===== config.mk =====
export PLATFORM = sky130hd
export DESIGN_NAME = rfphoenix_pma_prio_enc
export DESIGN_NICKNAME = d
export VERILOG_FILES = /design/src/rtl/rfphoenix_pma_checker_pkg.sv /design/src/rtl/rfphoenix_pma_prio_enc.sv
export SDC_FILE = /design/constraint.sdc
export NUM_CORES = 1
export LEC_CHECK = 0
export CAP_MARGIN = 20
export CORE_AREA = 2 2 39 41
export DETAILED_ROUTE_END_ITERATION = 6
export DIE_AREA = 0 0 41 43
export GPL_ROUTABILITY_DRIVEN = 0
export PLACE_DENSITY = 0.39
export SYNTH_ARGS = -nofsm -noshare
export SYNTH_HDL_FRONTEND = slang
export SYNTH_SLANG_ARGS = --single-unit

===== constraint.sdc =====
create_clock -name vclk -period 0.8
set_clock_uncertainty 0.05 [all_clocks]
set_input_delay 0.16 -clock vclk [all_inputs]
set_output_delay 0.16 -clock vclk [all_outputs]
set_load 0.02 [all_outputs]

===== src/rtl/rfphoenix_pma_checker_pkg.sv =====
// +--------------------------------------------------------------------------+
// | rfPhoenixMmupkg: region record, lock words and field/bit indices shared  |
// | by the PMA checker.  Rev 1.0                                             |
// +--------------------------------------------------------------------------+
`default_nettype none

package rfPhoenixMmupkg;

   // Address fields are sized for the widest supported AWID; bits above AWID stay zero.
   typedef struct packed {
      logic [63:0] start;
      logic [63:0] nd;
      logic [63:0] pmt;
      logic [63:0] cta;
      logic [19:0] at;
      logic [31:0] lock;
   } REGION;

   localparam logic [31:0] PMA_LOCK = 32'h4C4F434B;
   localparam logic [31:0] PMA_UNLK = 32'h554E4C4B;

   localparam logic [3:0] FLD_START_LO = 4'd0;
   localparam logic [3:0] FLD_START_HI = 4'd1;
   localparam logic [3:0] FLD_ND_LO    = 4'd2;
   localparam logic [3:0] FLD_ND_HI    = 4'd3;
   localparam logic [3:0] FLD_PMT_LO   = 4'd4;
   localparam logic [3:0] FLD_PMT_HI   = 4'd5;
   localparam logic [3:0] FLD_CTA_LO   = 4'd6;
   localparam logic [3:0] FLD_CTA_HI   = 4'd7;
   localparam logic [3:0] FLD_AT       = 4'd8;
   localparam logic [3:0] FLD_HITCNT   = 4'd9;
   localparam logic [3:0] FLD_LOCK     = 4'd14;

   localparam int AT_X     = 0;
   localparam int AT_W     = 1;
   localparam int AT_R     = 2;
   localparam int AT_C     = 3;
   localparam int AT_MT_LO = 8;
   localparam int AT_MT_HI = 11;

   function automatic logic [63:0] wr_word(input logic [63:0] old, input logic [31:0] d,
                                           input logic hi, input logic [63:0] mask);
      return hi ? ({d, old[31:0]} & mask) : ({old[63:32], d} & mask);
   endfunction

endpackage

`default_nettype wire


===== src/rtl/rfphoenix_pma_prio_enc.sv =====
// +--------------------------------------------------------------------------+
// | rfphoenix_pma_prio_enc: highest-index-wins priority encoder. Rev 1.0     |
// +--------------------------------------------------------------------------+
`default_nettype none

module rfphoenix_pma_prio_enc
   import rfPhoenixMmupkg::*;
#(
   parameter int N = 8,
   localparam int IW = $clog2(N)
) (
   input  logic [N-1:0]  vec_i,
   output logic [IW-1:0] index_o,
   output logic          any_o
);

   always_comb begin
      index_o = '0;
      any_o   = 1'b0;
      for (int i = 0; i < N; i++) begin
         if (vec_i[i]) begin
            index_o = IW'(i);
            any_o   = 1'b1;
         end
      end
   end

endmodule

`default_nettype wire


== Word-level counts from Yosys, hierarchy flattened ==
Cells that the tools add are included.
Operators by class
  multiplexer cells: 15
Operator list (number)
  two-way mux 3 bit: 6
  two-way mux 1 bit: 9
Storage, ports and cells
  bits in registers: 0
  input bits: 8
  output and inout port bits: 4
  logic and storage cells: 15

== Longest topological paths before layout ==
Gate-level depths: netlist of the first run.
  word-level depth: 8
  mapped depth: 3
  depth with buffers taken out: 3

== Least setup slack after synthesis of the first run ==
Ideal clock, no wire load.
  path kind: in2out
  start: in vec_i[2]
  end: out index_o[0]
  data arrival time: 778 ps
  required time: 590 ps
  slack: -188 ps
  cell stages on the path: 3
  buffers on the path: 0
  cell sequence: clkinv_1 a21oi_1 o31ai_1
Between the ends
  word-level cells in the longest chain between the ends: 6
Ends and longest elaborated chain
  start: declaration: RTL line rfphoenix_pma_prio_enc.sv:12  | input logic [N-1:0] vec_i,
  two-way mux 3 bit (6 in a row): RTL line rfphoenix_pma_prio_enc.sv:21  | if (vec_i[i]) begin
  end: declaration: RTL line rfphoenix_pma_prio_enc.sv:13  | output logic [IW-1:0] index_o,
No other way between the ends.

== Worst setup path in the final report of the first run ==
Ends and elaborated chain as after synthesis.

==> results.env, run 1 <==
FIN_HOLD_WS_PS=550.7
PLACE_WS_PS=-974.6
INITIALDRTVIOLATIONCOUNT=0
IO_BUFFER_COUNT=12
TIMING.FINAL.WS_SETUP_PS=-98.16
SEQ_POWER_SHARE_PCT=0
MAXCAPVIOLATIONS=0
WL_MET2_UM=192
DRIVE_ABOVE_1_SHARE_PCT=91.67
SEQCELLAREA_UM2=0
SHARE_CLK_OF_TOTAL_POWER_PCT=0
YOSYSMOSTFREQUENTCELL='nor2_1'
RELSLEWSLACK_PCT=86.98
FINALHOLDVIOLCOUNT=0
DIE_WIDTH_UM=41
PIN_COUNT=12
ROWS=14
INTPOWER_uW=71.70
POWER_SWITCHING_uW=66.43
SYNTHESIS.YOSYS.WARNINGS=0
P_LEAK_nW=0.09835
REQUIRED_PS=590
FINAL_UTIL_PCT=19.44
GRT_MAX_DEGREE=4
POWER.SWITCHING_FRACTION_PCT=48.09
GRT_UTIL_ALL_LAYERS_PCT=4.995
GRT_PASS1_WL_UM=655
ANTENNA_VIOLATING_NETS_POST_ROUTE=0
SEQ_AREA_FRAC_SYNTH_PCT=0
DR_WL_MET3_UM=48
VIAS=140
START_UTIL_PCT=4.159
POST-ROUTE-DRC-COUNT=0
AREA_USED_BY_MULTI_INPUT_COMBINATIONAL_LOGIC_UM2=117.6
WORSTSETUPPATHTYPE='in2out'
SYNTH_FP_NETS=20
NFILLCELLS=161
SETUP_VIOLATIONS=4
SYNTHCELLS=12
AREA_SHARE_OF_THE_LARGEST_CELL_TYPE_AFTER_SYNTHESIS_PCT=26.09
DESIGN.DIE.AREA_UM2=1763
COMBPWRFRAC_PCT=100.0
DESIGN_POWER_TOTAL_uW=138.1
PWR_DENSITY_CELL_nW_PER_UM2=513.5
FINALNONFILLERCELLS=40
WORST_IR_DROP_VDD_mV=0.2054
FINISH.NET_COUNT=34
MAX_LAYER_USED='met3'
DESIGN.CORE.AREA_UM2=1384
CLK_BUF_INSTANCES=0
SYN-CELL-AREA_UM2=57.56
RUN_STATUS='complete, but fails checks'
WORST_SLEW_PIN_SLEW_PS=195.4
WIRE_PER_INST_UM=10.60
ACHIEVABLE-FREQUENCY_MHz=1113
SYNTH.LIB_CELLS_USED.DISTINCT=7
FIN_CRIT_SH_PCT=112.3
FP.DIEH_UM=43
SETUP_REPAIR_AFTER_GLOBAL_ROUTING_MISSED_ITS_MARGIN='true'
PERIOD_MINUS_SLACK_PS=898.2
AREA_GROWTH_PCT=367.4
GLOBAL_ROUTE.OVERFLOW_TOTAL=0
WORSTHOLDPATHTYPE='in2out'
CP_MAX_FO=2
LARGEST_CELLS_BY_AREA_AFTER_SYNTHESIS='nor2_1 (26%), o31ai_1 (26%), a21oi_1 (17%), nand4_1 (11%), clkinv_1 (6.5%)'
VIOLATIONS='setup timing'
CRITICAL_PATH.ENDPOINT_TYPE='primary output'
DETAILEDROUTE.FIRSTPASSITERATIONCOUNT=1
SYN-MEAN-INSTANCE-AREA_UM2=4.796
TIMING.FINAL.MAX_SLEW_VIOLATIONS=0
NUM_ANTENNA_CELLS=0
DRT_VIA_DENSITY=3.500
SYNTH_TOP_CELLS_BY_COUNT='nor2_1 (4), a21oi_1 (2), o31ai_1 (2)'
ROUTED_WIRELENGTH_UM=424
DP_CELLS=40
CTS_HOLD_REPAIR.BUFFERS=0
SYNTH_LARGEST_AREA_CELL='nor2_1'
START_KIND='input port'
LAYOUT.SEQUENTIAL_CELLS=0
CRITPATHARRIVALTIME_PS=690
FIRST_GLOBAL_VIAS=173
ANTENNA_FOUND_INITIAL=0
POSTCTSSETUPBUFFERS=0
ROUTED_METAL_1_WIRELENGTH_UM=182
[repair_timing]
action                     in CTS  in global routing
gates resized for setup        66                 14
setup endpoints to repair       4                  4
pin swaps                       8                  4
[cell usage in the layout, fill, tap and decap left out, drive strengths merged]
cell type	Yosys	routed
buf	0	12
inv	1	1
nor2	4	4
nand4	1	1
a21oi	2	2
clkinv	1	1
nand2	1	1
o31ai	2	2
[path summary, 6_finish.rpt]
| kind | start | to | slack [ps] | cells past startpoint |
|---|---|---|---|---|
| hold / removal | vec_i[7] | index_o[0] | 550 | 4 |
| setup / recovery | vec_i[2] | index_o[0] | -100 | 5 |
[area by class of cell]
class / instances / area share (%)
timing repair buffer: 12 / 45.58
multi-input combinational: 10 / 43.72
tap: 16 / 7.442
inverter: 2 / 3.256
[cells by family after synthesis]
| logic type | after synthesis | synth area share (%) |
|---|---|---|
| compound gates | 4 | 43.47 |
| simple gates | 6 | 43.47 |
| buf+inv | 2 | 13.03 |
[per-layer routing]
| layer | GRT usage (%) | vias up |
|---|---|---|
| li1 | - | 67 |
| met1 | 7.911 | 62 |
| met2 | 7.500 | 11 |
| met3 | 0.5236 | 0 |
| met4 | 0 | 0 |
| met5 | 0 | - |
[worst max-delay path, stage by stage]
cell      delay, ps
buf_6           100
clkinv_2         40
a21oi_2          50
o31ai_4         190
buf_6           150
[through the flow]
step                cell area (µm²)  setup TNS [ps]
finish                        269.0          -279.2
global route                  269.0          -382.3
CTS                           211.5          -354.7
detailed placement            207.7           -3781
global placement              207.7           -3649
floorplan                     67.56          -26.07
[power groups by stage]
stage / logic [mW] / registers (mW) / clock network [mW]
finish: 0.138 / 0 / 0
global route: 0.147 / 0 / 0
CTS: 0.103 / 0 / 0
detailed placement: 0.0971 / 0 / 0
global placement: 0.0951 / 0 / 0
floorplan: 0.0307 / 0 / 0
(Power assumes the default switching activity.)
==> inputs of run 2 (changes only) <==
Settings changed: CORE_AREA 2 2 39 41 to 10 10 47 49, DIE_AREA 0 0 41 43 to 0 0 57 59, TNS_END_PERCENT from default to 1.
==> run 2 against run 1 <==
The flow still finishes with violations (setup timing). Setup slack worse by 28 ps. Global-route usage down 2.4 points. Highest routed layer unchanged. Critical path depth unchanged. Largest power group unchanged. Critical endpoint is now index_o[1]. Cell count up 2.5%. Design area down 12%.
==> results.env, run 2 (synthesized netlist as in run 1, its figures left out) <==
FINAL_COMMON_CELL='buf_4'  # was buf_6
ACHIEVABLE-FREQUENCY_MHz=1080  # was 1113 MHz
WORST_SLEW_PIN_SLEW_PS=187.8  # was 195.4 ps
DP_HPWL_UM=394.7
TIMING.FINAL.WS_SETUP_PS=-125.8  # was -98.16 ps
DESIGN.DIE.AREA_UM2=3363  # was 1763 µm²
IO_BUFFER_COUNT=12  # unchanged
FIRST_GLOBAL_VIAS=137  # was 173
START_KIND='input port'  # unchanged
GRT_PASS1_WL_UM=759  # was 655 µm
INITIALDRTVIOLATIONCOUNT=0  # unchanged
DP_CELLS=40  # unchanged
WIRE_PER_INST_UM=11.29  # was 10.60 µm
FP.DIEH_UM=59  # was 43 µm
CRITICAL_PATH.ENDPOINT_TYPE='primary output'  # unchanged
VIOLATIONS='setup timing'  # unchanged
WORST_IR_DROP_VDD_mV=0.1749  # was 0.2054 mV
RELSLEWSLACK_PCT=87.41  # was 86.98%
PLACE_WS_PS=-979.7  # was -974.6 ps
PERIOD_MINUS_SLACK_PS=925.8  # was 898.2 ps
ROUTED_WIRELENGTH_UM=463  # was 424 µm
LAYOUT.CELL_AREA.NON_FILLER_UM2=236.5  # was 269.0 µm²
AREA_GROWTH_PCT=310.9  # was 367.4%
WORSTSETUPPATHTYPE='in2out'  # unchanged
GRT_UTIL_ALL_LAYERS_PCT=2.633  # was 4.995%
SEQCELLAREA_UM2=0  # unchanged
NFILLCELLS=164  # was 161
START_UTIL_PCT=4.107  # was 4.159%
CP_MAX_FO=3  # was 2
GLOBAL_ROUTE.OVERFLOW_TOTAL=0  # unchanged
TIMING.HOLD.WORST.START='vec_i[7]'  # unchanged
PIN_COUNT=12  # unchanged
FIN_CRIT_SH_PCT=115.7  # was 112.3%
TIMING.FINAL.MAX_SLEW_VIOLATIONS=0  # unchanged
NUM_ANTENNA_CELLS=0  # unchanged
CLK_BUF_INSTANCES=0  # unchanged
DRT_VIA_DENSITY=3.268  # was 3.500
WORSTHOLDPATHTYPE='in2out'  # unchanged
SETUP_VIOLATIONS=4  # unchanged
POST-ROUTE-DRC-COUNT=0  # unchanged
ROWS=14  # unchanged
DETAILEDROUTE.FIRSTPASSITERATIONCOUNT=1  # unchanged
RUN_STATUS='complete, but fails checks'  # unchanged
FINAL_UTIL_PCT=16.88  # was 19.44%
FINALHOLDVIOLCOUNT=0  # unchanged
FINALNONFILLERCELLS=41  # was 40
P_LEAK_nW=0.09460  # was 0.09835 nW
CRITPATHARRIVALTIME_PS=720  # was 690 ps
DESIGN.CORE.AREA_UM2=1401  # was 1384 µm²
ANTENNA_VIOLATING_NETS_POST_ROUTE=0  # unchanged
DRIVE_ABOVE_1_SHARE_PCT=88.00  # was 91.67%
DIE_WIDTH_UM=57  # was 41 µm
VIAS=134  # was 140
HOLD-PATH-CELL-COUNT=4  # unchanged
ANTENNA_FOUND_INITIAL=0  # unchanged
POST_DP_CELL_AREA_UM2=207.7  # unchanged
REQUIRED_PS=590  # about the same
GRT_MAX_DEGREE=4  # unchanged
LAYOUT.SEQUENTIAL_CELLS=0  # unchanged
CTS_HOLD_REPAIR.BUFFERS=0  # unchanged
CRITICAL_PATH.STARTPOINT='vec_i[6]'  # was vec_i[2]
PWR_DENSITY_CELL_nW_PER_UM2=484.7  # was 513.5 nW/µm²
MAXCAPVIOLATIONS=0  # unchanged
DESIGN_POWER_TOTAL_uW=114.6  # was 138.1 µW
MOST_FREQUENT_CELLS_IN_THE_LAYOUT='buf_4 (6), buf_2 (3), buf_6 (3), nor2_4 (2), o31ai_2 (2)'  # was buf_6 (6), nor2_4 (3)
FINISH.NET_COUNT=35  # was 34
SETUP_REPAIR_AFTER_GLOBAL_ROUTING_MISSED_ITS_MARGIN='true'  # unchanged
[run 2: cell count changes in the layout (fill, tap and decap cells not counted), sizes merged]
cell	delta
buf	+1
[run 2: layer usage]
| layer | GRT usage, % | vias to the layer above | part of all wire (%) |
|---|---|---|---|
| met2 | 3.101 | 11 | 34 |
| met4 | 0 | 0 | 0 |
| met5 | 0 | - | 0 |
| met1 | 4.379 | 54 | 56 |
| met3 | 0.8584 | 0 | 10 |
| li1 | - | 69 | - |
[run 2: worst paths after layout]
kind / end / slack, ps
worst min-delay path: index_o[2] / 560
worst max-delay path: index_o[1] / -130
[run 2: layout make-up]
type / count / area (µm²) / share of cell area (%)
inverter: 2 / 12.51 / 5.291
timing repair buffer: 13 / 108.9 / 46.03
tap: 16 / 20.02 / 8.466
multi-input combinational: 10 / 95.09 / 40.21
[run 2: what timing repair did]
item / in CTS / in global routing
buffers inserted: 1 / 0
pin swaps: 7 / 4
endpoints found under the setup margin: 4 / 4
gates resized for setup: 67 / 4
[run 2: power by group]
group	internal [mW]	leakage [nW]	total [mW]	switching, mW
registers	0	0	0	0
clock network	0	0	0	0
logic	0.0579	0.0946	0.115	0.0568
total	0.0579	0.0946	0.115	0.0568
[run 2: per-stage QoR]
stage	hold slack [ps]	setup TNS, ps
finish	559.3	-363.0
global route	576.6	-464.5
global placement	1409	-3673
floorplan	359.8	-26.07
detailed placement	1419	-3813
CTS	577.8	-440.1
[run 2: worst max-delay path: stages]
cell     delay, ps
buf_4          130
nor2_4         100
buf_4          120
o31ai_2         50
buf_4          150
==> inputs of run 3 (changes only) <==
Settings changed: TNS_END_PERCENT 1 to 100.
==> run 3 against run 2 <==
The run still ends with setup timing left. First-iteration DRC count is 1 higher. Flip-flop and latch count unchanged. Total power increased by 6.6%. Critical path depth unchanged. Die area did not move. Count of clock-buffer cells in the layout unchanged. Setup slack better by 14 ps. Routed wire length grew 1.3%. Design area grew 6.3%. Via count is 0.75% higher. Combinational power grew 6%.
==> results.env, run 3 (synthesized netlist as in run 1, its figures left out) <==
PIN_COUNT=12  # unchanged
DESIGN.CORE.AREA_UM2=1401  # unchanged
MAXCAPVIOLATIONS=0  # unchanged
SETUP_REPAIR_AFTER_GLOBAL_ROUTING_MISSED_ITS_MARGIN='true'  # unchanged
PWR_DENSITY_CELL_nW_PER_UM2=485.7  # was 484.7 nW/µm²
ROUTED_WIRELENGTH_UM=469  # was 463 µm
CRITPATHARRIVALTIME_PS=700  # was 720 ps
POST_DP_CELL_AREA_UM2=207.7  # unchanged
CP_MAX_FO=2  # was 3
MOST_FREQUENT_CELLS_IN_THE_LAYOUT='buf_6 (5), buf_2 (3), buf_4 (3)'  # was buf_4 (6), buf_2 (3), buf_6 (3), nor2_4 (2), o31ai_2 (2)
GRT_PASS1_WL_UM=765  # was 759 µm
WORSTHOLDPATHTYPE='in2out'  # unchanged
FP.DIEH_UM=59  # unchanged
VIAS=135  # was 134
START_UTIL_PCT=4.107  # unchanged
DESIGN.DIE.AREA_UM2=3363  # unchanged
FINISH.NET_COUNT=35  # unchanged
WIRE_PER_INST_UM=11.44  # was 11.29 µm
DP_CELLS=40  # unchanged
HOLD-PATH-CELL-COUNT=4  # unchanged
P_LEAK_nW=0.09944  # was 0.09460 nW
DESIGN_POWER_TOTAL_uW=122.1  # was 114.6 µW
LAYOUT.CELL_AREA.NON_FILLER_UM2=251.5  # was 236.5 µm²
CTS_HOLD_REPAIR.BUFFERS=0  # unchanged
FIN_CRIT_SH_PCT=114.0  # was 115.7%
WORST_SLEW_PIN_SLEW_PS=186.4  # was 187.8 ps
DETAILEDROUTE.FIRSTPASSITERATIONCOUNT=2  # was 1
RUN_STATUS='complete, but fails checks'  # unchanged
USE_MET2_PCT=3.101  # unchanged
GRT_MAX_DEGREE=4  # unchanged
FINALNONFILLERCELLS=41  # unchanged
PERIOD_MINUS_SLACK_PS=912.0  # was 925.8 ps
GRT_UTIL_ALL_LAYERS_PCT=2.633  # unchanged
DIE_WIDTH_UM=57  # unchanged
DP_HPWL_UM=394.7  # unchanged
NUM_ANTENNA_CELLS=0  # unchanged
START_KIND='input port'  # unchanged
WORST_IR_DROP_VDD_mV=0.1853  # was 0.1749 mV
FINALHOLDVIOLCOUNT=0  # unchanged
AREA_GROWTH_PCT=337.0  # was 310.9%
CLK_BUF_INSTANCES=0  # unchanged
IO_BUFFER_COUNT=12  # unchanged
RELSLEWSLACK_PCT=87.50  # was 87.41%
CRITICAL_PATH.ENDPOINT_TYPE='primary output'  # unchanged
TIMING.FINAL.MAX_SLEW_VIOLATIONS=0  # unchanged
TIMING.FINAL.WS_SETUP_PS=-112.0  # was -125.8 ps
VIOLATIONS='setup timing'  # unchanged
GLOBAL_ROUTE.OVERFLOW_TOTAL=0  # unchanged
GLOBALROUTEMET1UTIL_PCT=4.260  # was 4.379%
FINAL_COMMON_CELL='buf_6'  # was buf_4
ROWS=14  # unchanged
ANTENNA_FOUND_INITIAL=0  # unchanged
SETUP_VIOLATIONS=3  # was 4
DRIVE_ABOVE_1_SHARE_PCT=88.00  # unchanged
SETUP_TNS_PS=-328.0  # was -363.0 ps
GRT_BUSIEST_LAYER='met1'  # unchanged
REQUIRED_PS=590  # about the same
WORSTSETUPPATHTYPE='in2out'  # unchanged
ANTENNA_VIOLATING_NETS_POST_ROUTE=0  # unchanged
DRT_VIA_DENSITY=3.293  # was 3.268
FIRST_GLOBAL_VIAS=138  # was 137
GLOBALROUTEMET3UTIL_PCT=1.073  # was 0.8584%
ACHIEVABLE-FREQUENCY_MHz=1097  # was 1080 MHz
SEQCELLAREA_UM2=0  # unchanged
LAYOUT.SEQUENTIAL_CELLS=0  # unchanged
INITIALDRTVIOLATIONCOUNT=1  # was 0
POST-ROUTE-DRC-COUNT=0  # unchanged
-- run 3: where the power goes --
| group | internal [mW] | leakage (nW) | switching [mW] |
|---|---|---|---|
| Combinational | 0.0646 | 0.0994 | 0.0575 |
| Sequential | 0 | 0 | 0 |
| Clock | 0 | 0 | 0 |
| Total | 0.0646 | 0.0994 | 0.0575 |
-- run 3: worst paths after layout --
check	startpoint	endpoint	slack, ps
min	vec_i[7]	index_o[2]	560
max	vec_i[2]	index_o[0]	-110
-- run 3: repair_timing --
action                     CTS  global route
resized for setup           73             2
buffers inserted             1             0
setup endpoints to repair    4             4
pin swaps                    7             4
-- run 3: per-layer routing --
layer,up-vias,wire [µm]
met1,55,255
li1,69,-
met3,0,58
met5,-,0
met2,11,154
met4,0,0
-- run 3: through the flow --
| step | utilization [%] | hold slack, ps | setup WS (ps) |
|---|---|---|---|
| after global placement | 14.82 | 1409 | -959.1 |
| after CTS | 17.41 | 564.4 | -171.0 |
| after global routing | 17.95 | 574.4 | -154.3 |
| after detailed placement | 14.82 | 1419 | -979.7 |
| final | 17.95 | 559.8 | -112.0 |
| after floorplan | - | 359.8 | -26.07 |
-- run 3: final cells by class --
type | instances | area (µm²)
fillers | 161 | 1150
inverters | 2 | 12.51
multi-input cells | 10 | 95.09
well taps | 16 | 20.02
repair buffers | 13 | 123.9
-- run 3: critical path: stages --
cell and delay, ps:
buf_8 100, clkinv_4 40, a21oi_4 40, o31ai_2 180, buf_4 180
